**config.mk**
```make
export PLATFORM = sky130hd
export DESIGN_NAME = hazard_ctrl_flat
export DESIGN_NICKNAME = d
export VERILOG_FILES = /design/src/rtl/hazard_ctrl_if.sv /design/src/rtl/hazard_ctrl.sv /design/src/flat_wrapper.sv
export SDC_FILE = /design/constraint.sdc
export NUM_CORES = 1
export LEC_CHECK = 0
export CAP_MARGIN = 20
export CORE_AREA = 3 3 69 78
export DETAILED_ROUTE_END_ITERATION = 7
export DIE_AREA = 0 0 72 81
export PLACE_DENSITY = 0.84
export SYNTH_ARGS = -nofsm -noshare
export SYNTH_HDL_FRONTEND = slang
export SYNTH_SLANG_ARGS = --single-unit
```
**constraint.sdc**
```tcl
create_clock -name clk_i -period 3.8 [get_ports clk_i]
set_input_delay 0.57 -clock clk_i [delete_from_list [all_inputs] [get_ports clk_i]]
set_output_delay 0.57 -clock clk_i [all_outputs]
set_load 0.01 [all_outputs]
```
**src/rtl/hazard_ctrl_if.sv**
```systemverilog
// Pipeline-side bundle for the hazard controller.
// Purpose: groups the ID/EX and IF/ID status taps and the stall/flush controls so the
//          pipeline and the hazard controller share one connection.
// Signals:
//   ifid_inst_i      instruction in ID (from IF/ID)
//   idex_inst_i      instruction in EX (ID/EX inst_o)
//   idex_MemToReg_i  EX instruction is a load
//   idex_RegWrite_i  EX instruction writes a register
//   branch_taken_i   branch resolved taken in ID
//   jump_i           jump decoded in ID
//   dmem_busy_i      data memory not ready
//   pc_write_o       PC update enable
//   ifid_write_o     IF/ID load enable
//   ifid_flush_o     IF/ID clear
//   idex_bubble_o    zero ID/EX control inputs
//   pipe_hold_o      hold ID/EX, EX/MEM, MEM/WB
//   stall_cnt_o      cycles with pc_write_o=0
//   flush_cnt_o      cycles with ifid_flush_o=1
// Modports: master = pipeline side, slave = hazard controller side.
interface hazard_ctrl_if #(
    parameter int unsigned CNT_W = 16
);
    logic [31:0]      ifid_inst_i;
    logic [31:0]      idex_inst_i;
    logic             idex_MemToReg_i;
    logic             idex_RegWrite_i;
    logic             branch_taken_i;
    logic             jump_i;
    logic             dmem_busy_i;
    logic             pc_write_o;
    logic             ifid_write_o;
    logic             ifid_flush_o;
    logic             idex_bubble_o;
    logic             pipe_hold_o;
    logic [CNT_W-1:0] stall_cnt_o;
    logic [CNT_W-1:0] flush_cnt_o;

    modport master (
        output ifid_inst_i, idex_inst_i, idex_MemToReg_i, idex_RegWrite_i,
               branch_taken_i, jump_i, dmem_busy_i,
        input  pc_write_o, ifid_write_o, ifid_flush_o, idex_bubble_o, pipe_hold_o,
               stall_cnt_o, flush_cnt_o
    );

    modport slave (
        input  ifid_inst_i, idex_inst_i, idex_MemToReg_i, idex_RegWrite_i,
               branch_taken_i, jump_i, dmem_busy_i,
        output pc_write_o, ifid_write_o, ifid_flush_o, idex_bubble_o, pipe_hold_o,
               stall_cnt_o, flush_cnt_o
    );
endinterface

```
**src/rtl/hazard_ctrl.sv**
```systemverilog
// Pipeline hazard controller (control-side companion of the ID/EX register).
// Purpose: detects load-use hazards and inserts LOAD_STALL_CYCLES bubbles, flushes IF/ID on a
//          taken branch or jump, freezes the pipe while data memory is busy, and counts stall
//          and flush cycles with saturating counters.
// Ports:
//   clk_i  clock, rising edge
//   rst_i  synchronous reset, active-low
//   bus    hazard_ctrl_if.slave: pipeline status in, stall/flush controls and counters out
// Control outputs are combinational; counters update on the edge after the qualifying cycle.
module hazard_ctrl #(
    parameter int unsigned LOAD_STALL_CYCLES = 1,
    parameter int unsigned CNT_W             = 16
) (
    input  logic         clk_i,
    input  logic         rst_i,
    hazard_ctrl_if.slave bus
);

    typedef enum logic [0:0] {StRun, StLdStall} state_e;

    // Bubbles remaining after the first one, which is issued from StRun.
    localparam logic [1:0] StallInit = 2'(LOAD_STALL_CYCLES - 1);

    state_e           state_q, state_d;
    logic [1:0]       stall_left_q, stall_left_d;
    logic [CNT_W-1:0] stall_cnt_q, flush_cnt_q;

    logic [5:0] ifid_op;
    logic [4:0] ifid_rs, ifid_rt, idex_rt;
    logic       ifid_uses_rt;
    logic       load_use;

    logic pc_write, ifid_write, ifid_flush, idex_bubble, pipe_hold;

    assign ifid_op = bus.ifid_inst_i[31:26];
    assign ifid_rs = bus.ifid_inst_i[25:21];
    assign ifid_rt = bus.ifid_inst_i[20:16];
    assign idex_rt = bus.idex_inst_i[20:16];

    // R-type, sw and beq read rt as a source; everything else (e.g. addi, lw) writes it.
    assign ifid_uses_rt = (ifid_op == 6'b000000) || (ifid_op == 6'b101011) ||
                          (ifid_op == 6'b000100);

    assign load_use = bus.idex_MemToReg_i && bus.idex_RegWrite_i && (idex_rt != 5'd0) &&
                      ((idex_rt == ifid_rs) || (ifid_uses_rt && (idex_rt == ifid_rt)));

    always_comb begin
        state_d      = state_q;
        stall_left_d = stall_left_q;
        pc_write     = 1'b1;
        ifid_write   = 1'b1;
        ifid_flush   = 1'b0;
        idex_bubble  = 1'b0;
        pipe_hold    = 1'b0;

        if (!rst_i) begin
            // Outputs stay at defaults; the register block performs the reset.
        end else if (bus.dmem_busy_i) begin
            // Whole pipe frozen; FSM state is held as well.
            pipe_hold  = 1'b1;
            pc_write   = 1'b0;
            ifid_write = 1'b0;
        end else if (state_q == StLdStall) begin
            pc_write     = 1'b0;
            ifid_write   = 1'b0;
            idex_bubble  = 1'b1;
            stall_left_d = stall_left_q - 2'd1;
            if (stall_left_q <= 2'd1) begin
                state_d = StRun;
            end
        end else if (load_use) begin
            pc_write    = 1'b0;
            ifid_write  = 1'b0;
            idex_bubble = 1'b1;
            if (LOAD_STALL_CYCLES > 1) begin
                state_d      = StLdStall;
                stall_left_d = StallInit;
            end
        end else if (bus.branch_taken_i || bus.jump_i) begin
            ifid_flush = 1'b1;
        end
    end

    always_ff @(posedge clk_i) begin
        if (!rst_i) begin
            state_q      <= StRun;
            stall_left_q <= 2'd0;
            stall_cnt_q  <= '0;
            flush_cnt_q  <= '0;
        end else begin
            state_q      <= state_d;
            stall_left_q <= stall_left_d;
            if (!pc_write && (stall_cnt_q != '1)) begin
                stall_cnt_q <= stall_cnt_q + 1'b1;
            end
            if (ifid_flush && (flush_cnt_q != '1)) begin
                flush_cnt_q <= flush_cnt_q + 1'b1;
            end
        end
    end

    assign bus.pc_write_o    = pc_write;
    assign bus.ifid_write_o  = ifid_write;
    assign bus.ifid_flush_o  = ifid_flush;
    assign bus.idex_bubble_o = idex_bubble;
    assign bus.pipe_hold_o   = pipe_hold;
    assign bus.stall_cnt_o   = stall_cnt_q;
    assign bus.flush_cnt_o   = flush_cnt_q;

endmodule

```
**src/flat_wrapper.sv**
```systemverilog
// flat-port wrapper written by rule: the top's interface ports become plain ports
module hazard_ctrl_flat 
#(
    parameter int unsigned LOAD_STALL_CYCLES = 1,
    parameter int unsigned CNT_W             = 16
)
  (clk_i, rst_i, bus_ifid_inst_i, bus_idex_inst_i, bus_idex_MemToReg_i, bus_idex_RegWrite_i, bus_branch_taken_i, bus_jump_i, bus_dmem_busy_i, bus_pc_write_o, bus_ifid_write_o, bus_ifid_flush_o, bus_idex_bubble_o, bus_pipe_hold_o, bus_stall_cnt_o, bus_flush_cnt_o);
  hazard_ctrl_if #(.CNT_W(CNT_W)) bus_i ();
  input  logic clk_i;
  input  logic rst_i;
  input wire logic [$bits(bus_i.ifid_inst_i)-1:0] bus_ifid_inst_i;
  input wire logic [$bits(bus_i.idex_inst_i)-1:0] bus_idex_inst_i;
  input wire logic [$bits(bus_i.idex_MemToReg_i)-1:0] bus_idex_MemToReg_i;
  input wire logic [$bits(bus_i.idex_RegWrite_i)-1:0] bus_idex_RegWrite_i;
  input wire logic [$bits(bus_i.branch_taken_i)-1:0] bus_branch_taken_i;
  input wire logic [$bits(bus_i.jump_i)-1:0] bus_jump_i;
  input wire logic [$bits(bus_i.dmem_busy_i)-1:0] bus_dmem_busy_i;
  output wire logic [$bits(bus_i.pc_write_o)-1:0] bus_pc_write_o;
  output wire logic [$bits(bus_i.ifid_write_o)-1:0] bus_ifid_write_o;
  output wire logic [$bits(bus_i.ifid_flush_o)-1:0] bus_ifid_flush_o;
  output wire logic [$bits(bus_i.idex_bubble_o)-1:0] bus_idex_bubble_o;
  output wire logic [$bits(bus_i.pipe_hold_o)-1:0] bus_pipe_hold_o;
  output wire logic [$bits(bus_i.stall_cnt_o)-1:0] bus_stall_cnt_o;
  output wire logic [$bits(bus_i.flush_cnt_o)-1:0] bus_flush_cnt_o;
  assign bus_i.ifid_inst_i = bus_ifid_inst_i;
  assign bus_i.idex_inst_i = bus_idex_inst_i;
  assign bus_i.idex_MemToReg_i = bus_idex_MemToReg_i;
  assign bus_i.idex_RegWrite_i = bus_idex_RegWrite_i;
  assign bus_i.branch_taken_i = bus_branch_taken_i;
  assign bus_i.jump_i = bus_jump_i;
  assign bus_i.dmem_busy_i = bus_dmem_busy_i;
  assign bus_pc_write_o = bus_i.pc_write_o;
  assign bus_ifid_write_o = bus_i.ifid_write_o;
  assign bus_ifid_flush_o = bus_i.ifid_flush_o;
  assign bus_idex_bubble_o = bus_i.idex_bubble_o;
  assign bus_pipe_hold_o = bus_i.pipe_hold_o;
  assign bus_stall_cnt_o = bus_i.stall_cnt_o;
  assign bus_flush_cnt_o = bus_i.flush_cnt_o;
  hazard_ctrl #(.LOAD_STALL_CYCLES(LOAD_STALL_CYCLES), .CNT_W(CNT_W)) u_core (.clk_i(clk_i), .rst_i(rst_i), .bus(bus_i));
endmodule
```
[Yosys cells after proc, flatten, opt, wreduce, memory -nomap -nowiden]
Index checks and enable logic that the tools add are counted.
Word-level totals
  flip-flop bits (word level): 35
  memories: 0
  word-level logic and storage cells: 46
  ROM bits: 0
  bits of input ports: 71
  output and inout bits: 37
  bits in latches: 0
  RAM bits: 0
Cells by class
  eq/ne operators: 6
  multipliers: 0
  multiplexer cells: 17
  shift-type cells: 0
  add/sub/neg operators: 3
  reduce and logical (&&, ||, !) cells: 14
  bitwise gates (word level): 1
  $lt $le $gt $ge: 1
  divide/modulo/power cells: 0
Operator list (count)
  16-bit by 1-bit adder with 16-bit output (second input constant): 2
  16-bit inequality test (second input constant): 2
  1-bit two-way mux: 17
  5-bit equality test: 2
  6-bit by 3-bit equality test with 1-bit output (second input constant): 1
  6-bit equality test (second input constant): 1
  1-bit logical AND: 6
  6-bit logical NOT: 1
  5-bit nonzero test: 1
  1-bit logical OR: 4
  2-bit by 1-bit <= comparator with 1-bit output (second input constant): 1
  2-bit AND reduction: 1
  2-bit by 1-bit subtractor with 2-bit output (second input constant): 1
  1-bit logical NOT: 1
  1-bit inverter: 1

[Longest topological paths before layout]
  depth in word-level cells: 12
  gate-level depth with buffers: 8

[Worst setup path after synthesis]
No wires, ideal clock.
  path type: input to output
  start point: in bus_ifid_inst_i[27]
  end point: out bus_ifid_flush_o
  path buffers: 1
  stages on the path: 6
  required time: 3.230 ns
  arrival: 1.770 ns
  path slack: 1.460 ns
  cell sequence: or4_4 > o21ai_2 > nand4_2 > nand3_1 > clkbuf_1 > inv_1
Between the ends
  longest elaborated chain between the ends: 10
RTL lines
  start, declared: line flat_wrapper.sv:11  | input wire logic [$bits(bus_i.ifid_inst_i)-1:0] bus_ifid_inst_i;
  6-bit equality test / 6-bit logical NOT (equally long branches): line hazard_ctrl.sv:41  | assign ifid_uses_rt = (ifid_op == 6'b000000) || (ifid_op == 6'b101011) ||
  1-bit logical OR: line hazard_ctrl.sv:41
  1-bit logical OR (*): line hazard_ctrl.sv:41
  1-bit logical AND (*): line hazard_ctrl.sv:45  | ((idex_rt == ifid_rs) || (ifid_uses_rt && (idex_rt == ifid_rt)));
  1-bit logical OR (*): line hazard_ctrl.sv:45
  1-bit logical AND (*): line hazard_ctrl.sv:44  | assign load_use = bus.idex_MemToReg_i && bus.idex_RegWrite_i && (idex_rt != 5'd0) &&
  1-bit two-way mux (*): line hazard_ctrl.sv:71  | end else if (load_use) begin
  1-bit two-way mux (*): line hazard_ctrl.sv:63  | end else if (state_q == StLdStall) begin
  1-bit two-way mux (*): line hazard_ctrl.sv:58  | end else if (bus.dmem_busy_i) begin
  1-bit two-way mux (*): line hazard_ctrl.sv:56  | if (!rst_i) begin
  end, declared: line flat_wrapper.sv:20  | output wire logic [$bits(bus_i.ifid_flush_o)-1:0] bus_ifid_flush_o;
Mark *: on every way between the ends. The rest lies on a longest branch, timed or not.

[Final worst setup path]
  start point: in bus_idex_inst_i[16]
  end point: out bus_ifid_write_o
Between the ends
  longest elaborated chain between the ends: 8
RTL lines
  start, declared: line flat_wrapper.sv:12  | input wire logic [$bits(bus_i.idex_inst_i)-1:0] bus_idex_inst_i;
  5-bit equality test: line hazard_ctrl.sv:45
  1-bit logical AND: line hazard_ctrl.sv:45
  1-bit logical OR: line hazard_ctrl.sv:45
  1-bit logical AND (*): line hazard_ctrl.sv:44
  1-bit two-way mux (*): line hazard_ctrl.sv:71
  1-bit two-way mux (*): line hazard_ctrl.sv:63
  1-bit two-way mux (*): line hazard_ctrl.sv:58
  1-bit two-way mux (*): line hazard_ctrl.sv:56
  end, declared: line flat_wrapper.sv:19  | output wire logic [$bits(bus_i.ifid_write_o)-1:0] bus_ifid_write_o;
Marked as above.

==> impl_metrics.ini <==
[synthesis]
synth_warnings = 0
synth_cell_type_count = 42
synth_seq_area_share_pct = 36.1
synth.most_common_cell = dfxtp_1
synth_top_area_cell = dfxtp_1
syn_area_sq_mm = 0.00194
ys.flop_type = dfxtp_1
synth_edf_count = 0
synth_common_cells = dfxtp_1, a21oi_1, nand2_1
synth_cells = 238
avgSynthCellArea_sq_um = 8.15
synth_top_area_share_pct = 36.1
async_flop_share_pct = 0
ys_seq_elements = 35
synth_area_leaders = dfxtp_1, a21oi_1, xor2_1
syn_nets = 312

[floorplan]
core-area_sq_mm = 0.00465
io_pins = 108
die_width_um = 72
fp.dieH_um = 81
dieArea_sq_mm = 0.00583
row_count = 26
initial_core_util_pct = 41.7

[drt]
drt_wl_total_um = 5060
vias = 2004
drt_iter0_markers = 111
drtPass1Iterations = 4
via_per_inst = 5.66
routedWlPerCell_um = 14.3
antenna_left = 0
drc = 0

[cts]
clockBufferDepth = 2
clk_pin_slew_ps = 60
cts_num_sinks = 35
cts.htree.levels = 2
cts_tree = done
cts_resized = 0
cts_post_setup_buffers_inserted = 0
cts_root_buf = clkbuf_8
cts_buffers = 5
hold_buffers = 0
clk_latency_ps = 280

[finish]
fillers = 436
n_antenna_cell = 0
area_growth_pct = 38.1
post-route-util_pct = 57.6
instances_no_fill = 354
final_nets = 373
drive_above_1_share_pct = 5.03

[timing]
fmax_ghz = 0.294
finClkSkew_ps = 5.37
setup_tns_ps = 0
min_period_ps = 3400
layout_worst_path_cycle_share_pct = 89.5
slew_headroom_pct = 48.0
hold_violations = 0
rsz0062_at_grt = no
worst_pin_slew_ps = 773
drv_slew = 0
finalSetupViolations = 0

[global_route]
use_met2_pct = 33.4
grt_start_max_net_pins = 29
busiest_layer = met2
met1_usage_pct = 21.7
grt_pass1_wl_um = 8670
antenna_found_initial = 0
grt_overflow = 0
grt_usage_pct = 18.3
grt_pass1_vias = 1911
met3_usage_pct = 3.47

[flow_run]
max_cap_violations = 0

[pwr]
powerDensity_mw_per_mm2 = 267
leakage_nw = 0.868
peakVddDrop_mv = 0.168

[placed_design]
io_buffers = 64
dp.cells = 348
gp_congestion = 0.751
dp_hpwl_um = 3700

[critical_path]
crit_fanout = 5
critical_path_class = input port to output pin
path_cells = clkdlybuf4s50_1 -> nor4_1 -> a211oi_1 -> a211oi_1 -> nand2_1 -> nand2_1 -> clkdlybuf4s50_1
slowest_delay_ps = 550
cp_data_arrival_time_ps = 2830
slowest_stage = clkdlybuf4s50_1
start_kind = input port
cp-end-kind = output pin
required_ps = 3230

[hold_path]
hold_path_class = flip-flop to flip-flop

[run_status]
status = completed
[flip-flops by register name, indices dropped and copies added, names as in the netlist]
register and cells:
u_core.bus.flush_cnt_o 16, u_core.state_q 1, u_core.bus.stall_cnt_o 16, u_core.stall_left_q 2
[cell type report]
| cell class | count | area [sq um] | share of cell area (%) |
|---|---|---|---|
| multi-input combinational | 182 | 1140 | 42.6 |
| inverter | 8 | 30.0 | 1.12 |
| sequential | 35 | 701 | 26.2 |
| clock buffer | 6 | 72.6 | 2.71 |
| timing repair buffer | 67 | 663 | 24.8 |
| tap | 56 | 70.1 | 2.62 |
[cell usage in the layout (no fill, tap or decap), types with 4 or more instances in the layout]
cell type and n:
clkdlybuf4s50_1 64, dfxtp_1 35, a21oi_1 25, nand2_1 22, nand3_1 16, o31ai_1 12
xor2_1 11, or4_1 11, o21ai_0 11, or3_1 10, nand4_1 9, inv_1 8
nor2_1 8, mux2i_1 5, clkbuf_8 5, nor4_1 4, nor3_1 4, and3_1 4
[per-stage QoR]
stage / hold WS [ps] / power, mW / area (sq um) / setup WS (ps)
2_1_floorplan: 491 / 0.426 / 1940 / 1460
3_3_place_gp: 470 / 0.474 / 2610 / 434
3_5_place_dp: 481 / 0.476 / 2610 / 469
4_1_cts: 491 / 0.722 / 2680 / 427
5_1_grt: 504 / 0.749 / 2680 / 96.0
6_report: 488 / 0.716 / 2680 / 400
[worst paths after layout]
check | slack, ps | from | end | cells past startpoint
hold reg to reg | 490 | u_core.bus.flush_cnt_o[4]$_SDFFE_PN0P_ | u_core.bus.flush_cnt_o[4]$_SDFFE_PN0P_ | 2
setup / recovery | 400 | bus_idex_inst_i[16] | bus_ifid_write_o | 7
hold / removal | 490 | u_core.bus.flush_cnt_o[4]$_SDFFE_PN0P_ | u_core.bus.flush_cnt_o[4]$_SDFFE_PN0P_ | 2
setup reg to reg | 1550 | u_core.bus.stall_cnt_o[7]$_SDFFE_PN0P_ | u_core.bus.stall_cnt_o[0]$_SDFFE_PN0P_ | 6
[layer usage]
layer	up-vias	part of all wire [%]
met5	-	0
met4	0	1.3
met3	9	4.1
met2	47	52
met1	936	43
li1	1012	-
[cells by family after synthesis]
group           share of synthesized area, %
flops                                   36.1
fa+ha+maj                               1.94
simple gates                            30.0
xor+xnor                                5.42
buf+inv                                 4.97
compound gates                          19.0
mux                                     2.58
[worst max-delay path, delay by kind of cell]
| kind | cells | cell delay, ps |
|---|---|---|
| AO/OA/AOI/OAI | 2 | 510 |
| buffers and inverters | 2 | 1020 |
| AND/OR/NAND/NOR | 3 | 730 |
[where the power goes]
part | leakage (nW) | switching, mW | internal [mW]
Clock | 0.0371 | 0.126 | 0.122
Sequential | 0.282 | 0.00460 | 0.371
Combinational | 0.549 | 0.0435 | 0.0495
No activity file was read; power rests on OpenSTA's default activity.
